`src/rtl/vga_box_renderer_pkg.sv`:
```
// Shared VGA timing constants, pixel colour struct and box direction type
// used by the renderer and its motion sub-block.
package vga_pkg;

    localparam int H_ACTIVE_DEF = 800;
    localparam int V_ACTIVE_DEF = 600;
    localparam int H_TOTAL      = 1040;
    localparam int V_TOTAL      = 666;

    typedef struct packed {
        logic [7:0] r;
        logic [7:0] g;
        logic [7:0] b;
    } rgb_t;

    typedef enum logic {
        DIR_POS,
        DIR_NEG
    } dir_t;

endpackage

```
`src/rtl/vga_box_renderer_if.sv`:
```
// Pixel bus between the VGA timing controller and the box renderer.
// master = timing-controller / display side, slave = renderer.
interface vga_box_renderer_if;
    logic [10:0] nextX;
    logic [9:0]  nextY;
    logic        blank_n_in;
    logic        hSync_n_in;
    logic        vSync_n_in;
    logic        sync_n_in;
    logic        Freeze;
    logic [7:0]  red;
    logic [7:0]  green;
    logic [7:0]  blue;
    logic        blank_n;
    logic        sync_n;
    logic        hSync_n;
    logic        vSync_n;

    modport master (
        output nextX, nextY, blank_n_in, hSync_n_in, vSync_n_in, sync_n_in, Freeze,
        input  red, green, blue, blank_n, sync_n, hSync_n, vSync_n
    );

    modport slave (
        input  nextX, nextY, blank_n_in, hSync_n_in, vSync_n_in, sync_n_in, Freeze,
        output red, green, blue, blank_n, sync_n, hSync_n, vSync_n
    );
endinterface

```
`src/rtl/vga_box_renderer_box_motion.sv`:
```
// Box position state: detects the vSync falling edge (once per frame, inside
// vertical blank) and steps the box, bouncing off the active-area edges.
module box_motion
    import vga_pkg::*;
#(
    parameter int H_ACTIVE = H_ACTIVE_DEF,
    parameter int V_ACTIVE = V_ACTIVE_DEF,
    parameter int BOX_W    = 64,
    parameter int BOX_H    = 48,
    parameter int SPEED    = 4,
    parameter int INIT_X   = 100,
    parameter int INIT_Y   = 50
) (
    input  logic        Clock,
    input  logic        Reset,
    input  logic        vsync_n_i,
    input  logic        freeze_i,
    output logic [11:0] box_x_o,
    output logic [11:0] box_y_o
);

    localparam logic [11:0] X_MAX   = 12'(H_ACTIVE - BOX_W);
    localparam logic [11:0] Y_MAX   = 12'(V_ACTIVE - BOX_H);
    localparam logic [11:0] SPEED_V = 12'(SPEED);

    logic        vs_prev_q;
    logic [11:0] box_x_q, box_x_d;
    logic [11:0] box_y_q, box_y_d;
    dir_t        dir_x_q, dir_x_d;
    dir_t        dir_y_q, dir_y_d;
    logic        tick;

    assign tick = ~vsync_n_i & vs_prev_q;

    // Next position/direction: both axes step together on an unfrozen tick.
    always_comb begin
        box_x_d = box_x_q;
        box_y_d = box_y_q;
        dir_x_d = dir_x_q;
        dir_y_d = dir_y_q;
        if (tick && !freeze_i) begin
            if (dir_x_q == DIR_POS) begin
                if (box_x_q + SPEED_V >= X_MAX) begin
                    box_x_d = X_MAX;
                    dir_x_d = DIR_NEG;
                end else begin
                    box_x_d = box_x_q + SPEED_V;
                end
            end else begin
                if (box_x_q <= SPEED_V) begin
                    box_x_d = '0;
                    dir_x_d = DIR_POS;
                end else begin
                    box_x_d = box_x_q - SPEED_V;
                end
            end
            if (dir_y_q == DIR_POS) begin
                if (box_y_q + SPEED_V >= Y_MAX) begin
                    box_y_d = Y_MAX;
                    dir_y_d = DIR_NEG;
                end else begin
                    box_y_d = box_y_q + SPEED_V;
                end
            end else begin
                if (box_y_q <= SPEED_V) begin
                    box_y_d = '0;
                    dir_y_d = DIR_POS;
                end else begin
                    box_y_d = box_y_q - SPEED_V;
                end
            end
        end
    end

    // Position, direction and previous-vSync registers.
    always_ff @(posedge Clock or posedge Reset) begin
        if (Reset) begin
            vs_prev_q <= 1'b1;
            box_x_q   <= 12'(INIT_X);
            box_y_q   <= 12'(INIT_Y);
            dir_x_q   <= DIR_POS;
            dir_y_q   <= DIR_POS;
        end else begin
            vs_prev_q <= vsync_n_i;
            box_x_q   <= box_x_d;
            box_y_q   <= box_y_d;
            dir_x_q   <= dir_x_d;
            dir_y_q   <= dir_y_d;
        end
    end

    assign box_x_o = box_x_q;
    assign box_y_o = box_y_q;

endmodule

```
`src/rtl/vga_box_renderer.sv`:
```
// Two-stage pixel pipeline drawing a bouncing solid box over a background.
// Optional feature macro: VGA_BOX_CHECKER_EN (32x32 checkerboard background).
module vga_box_renderer
    import vga_pkg::*;
#(
    parameter int          H_ACTIVE = H_ACTIVE_DEF,
    parameter int          V_ACTIVE = V_ACTIVE_DEF,
    parameter int          BOX_W    = 64,
    parameter int          BOX_H    = 48,
    parameter int          SPEED    = 4,
    parameter int          INIT_X   = 100,
    parameter int          INIT_Y   = 50,
    parameter logic [23:0] BOX_RGB  = 24'hFF0000,
    parameter logic [23:0] BG_RGB   = 24'h000040
) (
    input  logic               Clock,
    input  logic               Reset,
    vga_box_renderer_if.slave  bus
);

    localparam logic [11:0] BOX_W_V = 12'(BOX_W);
    localparam logic [11:0] BOX_H_V = 12'(BOX_H);

    logic [11:0] box_x, box_y;
    logic [11:0] px, py;
    logic        in_box_d, in_box_q;
    logic        blank_s1_q, hs_s1_q, vs_s1_q, sy_s1_q;
    rgb_t        rgb_d, rgb_q;
    rgb_t        bg;
    logic        blank_q, hs_q, vs_q, sy_q;

    box_motion #(
        .H_ACTIVE (H_ACTIVE),
        .V_ACTIVE (V_ACTIVE),
        .BOX_W    (BOX_W),
        .BOX_H    (BOX_H),
        .SPEED    (SPEED),
        .INIT_X   (INIT_X),
        .INIT_Y   (INIT_Y)
    ) u_motion (
        .Clock     (Clock),
        .Reset     (Reset),
        .vsync_n_i (bus.vSync_n_in),
        .freeze_i  (bus.Freeze),
        .box_x_o   (box_x),
        .box_y_o   (box_y)
    );

    assign px = {1'b0, bus.nextX};
    assign py = {2'b00, bus.nextY};

    // Stage-1 hit test against the current box rectangle.
    always_comb begin
        in_box_d = (px >= box_x) && (px < box_x + BOX_W_V) &&
                   (py >= box_y) && (py < box_y + BOX_H_V);
    end

`ifdef VGA_BOX_CHECKER_EN
    logic chk_s1_q;

    // Checker square select captured alongside the hit test.
    always_ff @(posedge Clock or posedge Reset) begin
        if (Reset) chk_s1_q <= 1'b0;
        else       chk_s1_q <= bus.nextX[5] ^ bus.nextY[5];
    end

    assign bg = chk_s1_q ? ~BG_RGB : BG_RGB;
`else
    assign bg = BG_RGB;
`endif

    // Stage-2 colour: blanking wins, then box, then background.
    always_comb begin
        rgb_d = '0;
        if (blank_s1_q) rgb_d = in_box_q ? rgb_t'(BOX_RGB) : bg;
    end

    // Stage 1: hit flag and strobes.
    always_ff @(posedge Clock or posedge Reset) begin
        if (Reset) begin
            in_box_q   <= 1'b0;
            blank_s1_q <= 1'b0;
            hs_s1_q    <= 1'b1;
            vs_s1_q    <= 1'b1;
            sy_s1_q    <= 1'b1;
        end else begin
            in_box_q   <= in_box_d;
            blank_s1_q <= bus.blank_n_in;
            hs_s1_q    <= bus.hSync_n_in;
            vs_s1_q    <= bus.vSync_n_in;
            sy_s1_q    <= bus.sync_n_in;
        end
    end

    // Stage 2: colour and strobes aligned with it.
    always_ff @(posedge Clock or posedge Reset) begin
        if (Reset) begin
            rgb_q   <= '0;
            blank_q <= 1'b0;
            hs_q    <= 1'b1;
            vs_q    <= 1'b1;
            sy_q    <= 1'b1;
        end else begin
            rgb_q   <= rgb_d;
            blank_q <= blank_s1_q;
            hs_q    <= hs_s1_q;
            vs_q    <= vs_s1_q;
            sy_q    <= sy_s1_q;
        end
    end

    assign bus.red     = rgb_q.r;
    assign bus.green   = rgb_q.g;
    assign bus.blue    = rgb_q.b;
    assign bus.blank_n = blank_q;
    assign bus.hSync_n = hs_q;
    assign bus.vSync_n = vs_q;
    assign bus.sync_n  = sy_q;

endmodule

```
`src/flat_wrapper.sv`:
```
// flat-port wrapper written by rule: the top's interface ports become plain ports
module vga_box_renderer_flat import vga_pkg::*;
#(
    parameter int          H_ACTIVE = H_ACTIVE_DEF,
    parameter int          V_ACTIVE = V_ACTIVE_DEF,
    parameter int          BOX_W    = 64,
    parameter int          BOX_H    = 48,
    parameter int          SPEED    = 4,
    parameter int          INIT_X   = 100,
    parameter int          INIT_Y   = 50,
    parameter logic [23:0] BOX_RGB  = 24'hFF0000,
    parameter logic [23:0] BG_RGB   = 24'h000040
)
  (Clock, Reset, bus_nextX, bus_nextY, bus_blank_n_in, bus_hSync_n_in, bus_vSync_n_in, bus_sync_n_in, bus_Freeze, bus_red, bus_green, bus_blue, bus_blank_n, bus_sync_n, bus_hSync_n, bus_vSync_n);
  vga_box_renderer_if bus_i ();
  input  logic Clock;
  input  logic Reset;
  input wire logic [$bits(bus_i.nextX)-1:0] bus_nextX;
  input wire logic [$bits(bus_i.nextY)-1:0] bus_nextY;
  input wire logic [$bits(bus_i.blank_n_in)-1:0] bus_blank_n_in;
  input wire logic [$bits(bus_i.hSync_n_in)-1:0] bus_hSync_n_in;
  input wire logic [$bits(bus_i.vSync_n_in)-1:0] bus_vSync_n_in;
  input wire logic [$bits(bus_i.sync_n_in)-1:0] bus_sync_n_in;
  input wire logic [$bits(bus_i.Freeze)-1:0] bus_Freeze;
  output wire logic [$bits(bus_i.red)-1:0] bus_red;
  output wire logic [$bits(bus_i.green)-1:0] bus_green;
  output wire logic [$bits(bus_i.blue)-1:0] bus_blue;
  output wire logic [$bits(bus_i.blank_n)-1:0] bus_blank_n;
  output wire logic [$bits(bus_i.sync_n)-1:0] bus_sync_n;
  output wire logic [$bits(bus_i.hSync_n)-1:0] bus_hSync_n;
  output wire logic [$bits(bus_i.vSync_n)-1:0] bus_vSync_n;
  assign bus_i.nextX = bus_nextX;
  assign bus_i.nextY = bus_nextY;
  assign bus_i.blank_n_in = bus_blank_n_in;
  assign bus_i.hSync_n_in = bus_hSync_n_in;
  assign bus_i.vSync_n_in = bus_vSync_n_in;
  assign bus_i.sync_n_in = bus_sync_n_in;
  assign bus_i.Freeze = bus_Freeze;
  assign bus_red = bus_i.red;
  assign bus_green = bus_i.green;
  assign bus_blue = bus_i.blue;
  assign bus_blank_n = bus_i.blank_n;
  assign bus_sync_n = bus_i.sync_n;
  assign bus_hSync_n = bus_i.hSync_n;
  assign bus_vSync_n = bus_i.vSync_n;
  vga_box_renderer #(.H_ACTIVE(H_ACTIVE), .V_ACTIVE(V_ACTIVE), .BOX_W(BOX_W), .BOX_H(BOX_H), .SPEED(SPEED), .INIT_X(INIT_X), .INIT_Y(INIT_Y), .BOX_RGB(BOX_RGB), .BG_RGB(BG_RGB)) u_core (.Clock(Clock), .Reset(Reset), .bus(bus_i));
endmodule
```
`config.mk`:
```
export PLATFORM = sky130hd
export DESIGN_NAME = vga_box_renderer_flat
export DESIGN_NICKNAME = d
export VERILOG_FILES = /design/src/rtl/vga_box_renderer_pkg.sv /design/src/rtl/vga_box_renderer_if.sv /design/src/rtl/vga_box_renderer_box_motion.sv /design/src/rtl/vga_box_renderer.sv /design/src/flat_wrapper.sv
export SDC_FILE = /design/constraint.sdc
export NUM_CORES = 1
export LEC_CHECK = 0
export ABC_AREA = 1
export BUFFER_PORTS_ARGS = -buffer_cell sky130_fd_sc_hd__buf_2
export CELL_PAD_IN_SITES_DETAIL_PLACEMENT = 0
export CELL_PAD_IN_SITES_GLOBAL_PLACEMENT = 1
export CORE_ASPECT_RATIO = 0.75
export CORE_MARGIN = 5
export CORE_UTILIZATION = 43
export CTS_BUF_LIST = sky130_fd_sc_hd__clkbuf_8
export CTS_CLUSTER_DIAMETER = 150
export DETAILED_ROUTE_END_ITERATION = 6
export PLACE_DENSITY_LB_ADDON = 0.3
export SYNTH_ARGS = -nofsm -noshare
export SYNTH_HDL_FRONTEND = slang
export SYNTH_SLANG_ARGS = --single-unit
```
`constraint.sdc`:
```
create_clock -name Clock -period 2.3 [get_ports Clock]
set_clock_uncertainty 0.1 [all_clocks]
set_input_delay 0.345 -clock Clock [delete_from_list [all_inputs] [get_ports Clock]]
set_output_delay 0.345 -clock Clock [all_outputs]
set_load 0.005 [all_outputs]
```
==> results.cfg <==
[synth]
synth-main-ff-cell = dfrtp_1
avgSynthCellArea_um2 = 7.30
synth-compound-area-share_pct = 11.5
yosys.area_share.adder_pct = 14.8
synthSimpleGateAreaFrac_pct = 29.1
syn_area_um2 = 3390
synth.distinct_cells = 40
synth_mux_area_share_pct = 0.296
synth-xor-area-share_pct = 5.65
syn_inst = 464
synth-edff-count = 0
synth_top_family_by_area = simple AND/OR/NAND/NOR gates
synthArstFlopShare_pct = 100
ys_seq_elements = 34
yosysWarnings = 0
synth-seq-area-share_pct = 25.6

[grt]
grt_overflow = 0
antenna_found_initial = 0
grt_pass1_vias = 2826
grt_max_degree = 35
track_usage_pct = 17.7
grt_pass1_wl_um = 14200

[sta]
setup-violations-final = 0
period_minus_slack_ps = 2170
slew_viol_final = 0
fmax_mhz = 461
rsz0062_at_grt = no
fin_crit_sh_pct = 94.2
finalHoldViolCount = 0
setup_slack_ps = 132
fin_tns_setup_ps = 0

[route]
drt-total-wl_um = 8280
wl_per_cell_um = 13.5
vias = 3072
via_per_inst = 5.01
drtAntennaViolNets = 0
drtIter0Drc = 178
first_pass_iters = 4
drc = 0

[clock_network]
cts_buffers = 5
cts_buffer_depth = 2
clockRootBuffer = clkbuf_8
tritoncts = built
clock_latency_ps = 290
clock_sinks = 34
clkSlewWorstSetupHoldPaths_ps = 80
cts.hold.buffers_added = 0
htreeDepth = 2

[setup_path]
path_max_fanout = 5
path_cells = inv_2 -> ha_4 -> xor2_1 -> ha_1 -> nand2_1 -> nor3b_2 -> nand4_1 -> nor2_1 -> nor2_2 -> nand3_1 -> nor2_1
reg2reg_depth = 11
crit_buf_inv = 1
max_stage_delay_ps = 610
critical_path.top_delay_family = simple AND/OR/NAND/NOR gates
start_kind = flop
timing.rr.end = u_core.in_box_q
cp-startpoint = u_core.u_motion.box_y_o[5]
cp_common_cell = nor2_1
rrSetupSlack_ps = 130
worst-setup-path-type = reg -> reg
rr_startpoint = u_core.u_motion.box_y_o[5]
slowest_stage = dfstp_2
required_ps = 2380
endpoint_kind = flop
arrival_ps = 2250

[floorplanning]
die_w_um = 112
die_area_um2 = 9770
design.portCount = 56
dieHeight_um = 86.9
rows = 28
initial_core_util_pct = 43.5
core-area_um2 = 7780

[hold_path]
hold_path.class = in -> async

[run_status]
outcome = completed

[final_layout]
area_delta_synth_final_pct = 13.7
drive_gt1_share_pct = 22.2
layout_common_cells = nand2_1 (91), inv_1 (49), ha_1 (39)
num_antenna_cells = 0
final_nets = 575
num-fill-cells = 797
final_common_cell = nand2_1

[power]
powerDensity_nw_per_um2 = 757
peakVddDrop_uv = 547
p_leak_nw = 2.02

[place]
dp_hpwl_um = 6680
io_buffers = 37
pre_cts_ws_ps = 87.6
gp_congestion = 0.827

[job]
maxCapViolations = 0
-- worst max path at each step --
stage / slack (ps) / endpoint / cells after the start
floorplan: 180 / u_core.in_box_q / 12
global placement: 100 / u_core.in_box_q / 11
detailed placement: 90 / u_core.in_box_q / 12
CTS: 70 / u_core.in_box_q / 12
global route: 5 / u_core.in_box_q / 10
finish: 130 / u_core.in_box_q / 11
-- kinds of logic (layout without fill, tap and decap cells) --
kind of cell / after synthesis / after routing
simple gates: 213 / 213
buf+inv: 90 / 120
compound gates: 64 / 64
fa+ha+maj: 40 / 40
flops: 34 / 34
xor+xnor: 21 / 21
other cells: 1 / 15
mux: 1 / 1
-- worst register-to-register path: stages (launching register included) --
cell     delay (ps)
dfstp_2         610
inv_2            80
ha_4            180
xor2_1          140
ha_1            270
nand2_1          70
nor3b_2         190
nand4_1         110
nor2_1          130
nor2_2           70
nand3_1          70
nor2_1           50
-- cells in the mapped netlist, types with 3 or more instances --
library cell  count  share of area, %
o211ai_1          3              0.66
dfrtp_1          22                16
nor3_2            3              0.89
inv_2             9               1.0
o21ai_1           4              0.59
nand2_2          11               2.0
inv_1            51               5.7
buf_4            27               6.0
nand2_1          91                10
a21oi_1          18               2.7
nand4_1          17               3.1
o21ai_0          13               1.9
ha_1             40                15
xor2_1           18               4.7
a22oi_1           3              0.66
nand3_1          35               5.2
dfstp_2          12               9.3
nor2_1           42               4.7
nor2_4            4               1.3
a21boi_1         11               2.4
nor3_1            4              0.59
a31oi_1           4              0.74
-- registers in the layout, indices dropped and copies added (netlist names) --
| name | count |
|---|---|
| u_core.bus.hSync_n | 1 |
| u_core.bus.blank_n | 1 |
| u_core.u_motion.dir_x_q | 1 |
| u_core.u_motion.box_y_o | 11 |
| u_core.u_motion.dir_y_q | 1 |
| u_core.bus.sync_n | 1 |
| u_core.bus.blue | 1 |
| u_core.vs_s1_q | 1 |
| u_core.sy_s1_q | 1 |
| u_core.hs_s1_q | 1 |
| u_core.blank_s1_q | 1 |
| u_core.bus.vSync_n | 1 |
| u_core.u_motion.box_x_o | 10 |
| u_core.bus.red | 1 |
| u_core.in_box_q | 1 |
-- metrics by stage --
step	std cells	hold WS [ps]	total power [mW]	utilization (%)	area, um2
after global placement	604	246	2.14	46.9	3650
after global routing	613	28.8	3.17	49.5	3850
after detailed placement	604	253	2.17	46.9	3650
after CTS	612	39.4	2.85	48.6	3780
final	613	39.1	2.92	49.5	3850
after floorplan	478	245	1.81	-	3440
-- routing by layer --
metal,track usage (%),routed length (um),share of wire [%]
met5,0,0,0
met4,2.51,62,0.75
met3,3.06,604,7.3
met2,24.7,3230,39
met1,28.7,4380,53
-- timing repair --
| item | 4_1_cts | 5_1_grt |
|---|---|---|
| endpoints found under the setup margin | 0 | 1 |
| setup buffers | 0 | 1 |
| resized for setup | 0 | 15 |
-- power breakdown --
part	internal [mW]	leakage, nW	switching, mW
registers	0.699	0.366	0.118
logic	0.568	1.58	0.869
clock network	0.434	0.0683	0.229
total	1.70	2.02	1.22
-- cell type report --
| cell class | instances | area (um2) | share of cell area [%] |
|---|---|---|---|
| clock buffers | 5 | 68.8 | 1.79 |
| clock inverters | 3 | 68.8 | 1.79 |
| inverters | 60 | 225 | 5.85 |
| multi-input cells | 354 | 2190 | 56.9 |
| flip-flops and latches | 34 | 866 | 22.5 |
| well taps | 105 | 131 | 3.41 |
| repair buffers | 52 | 298 | 7.73 |
Power figures use the tool's default switching activity.
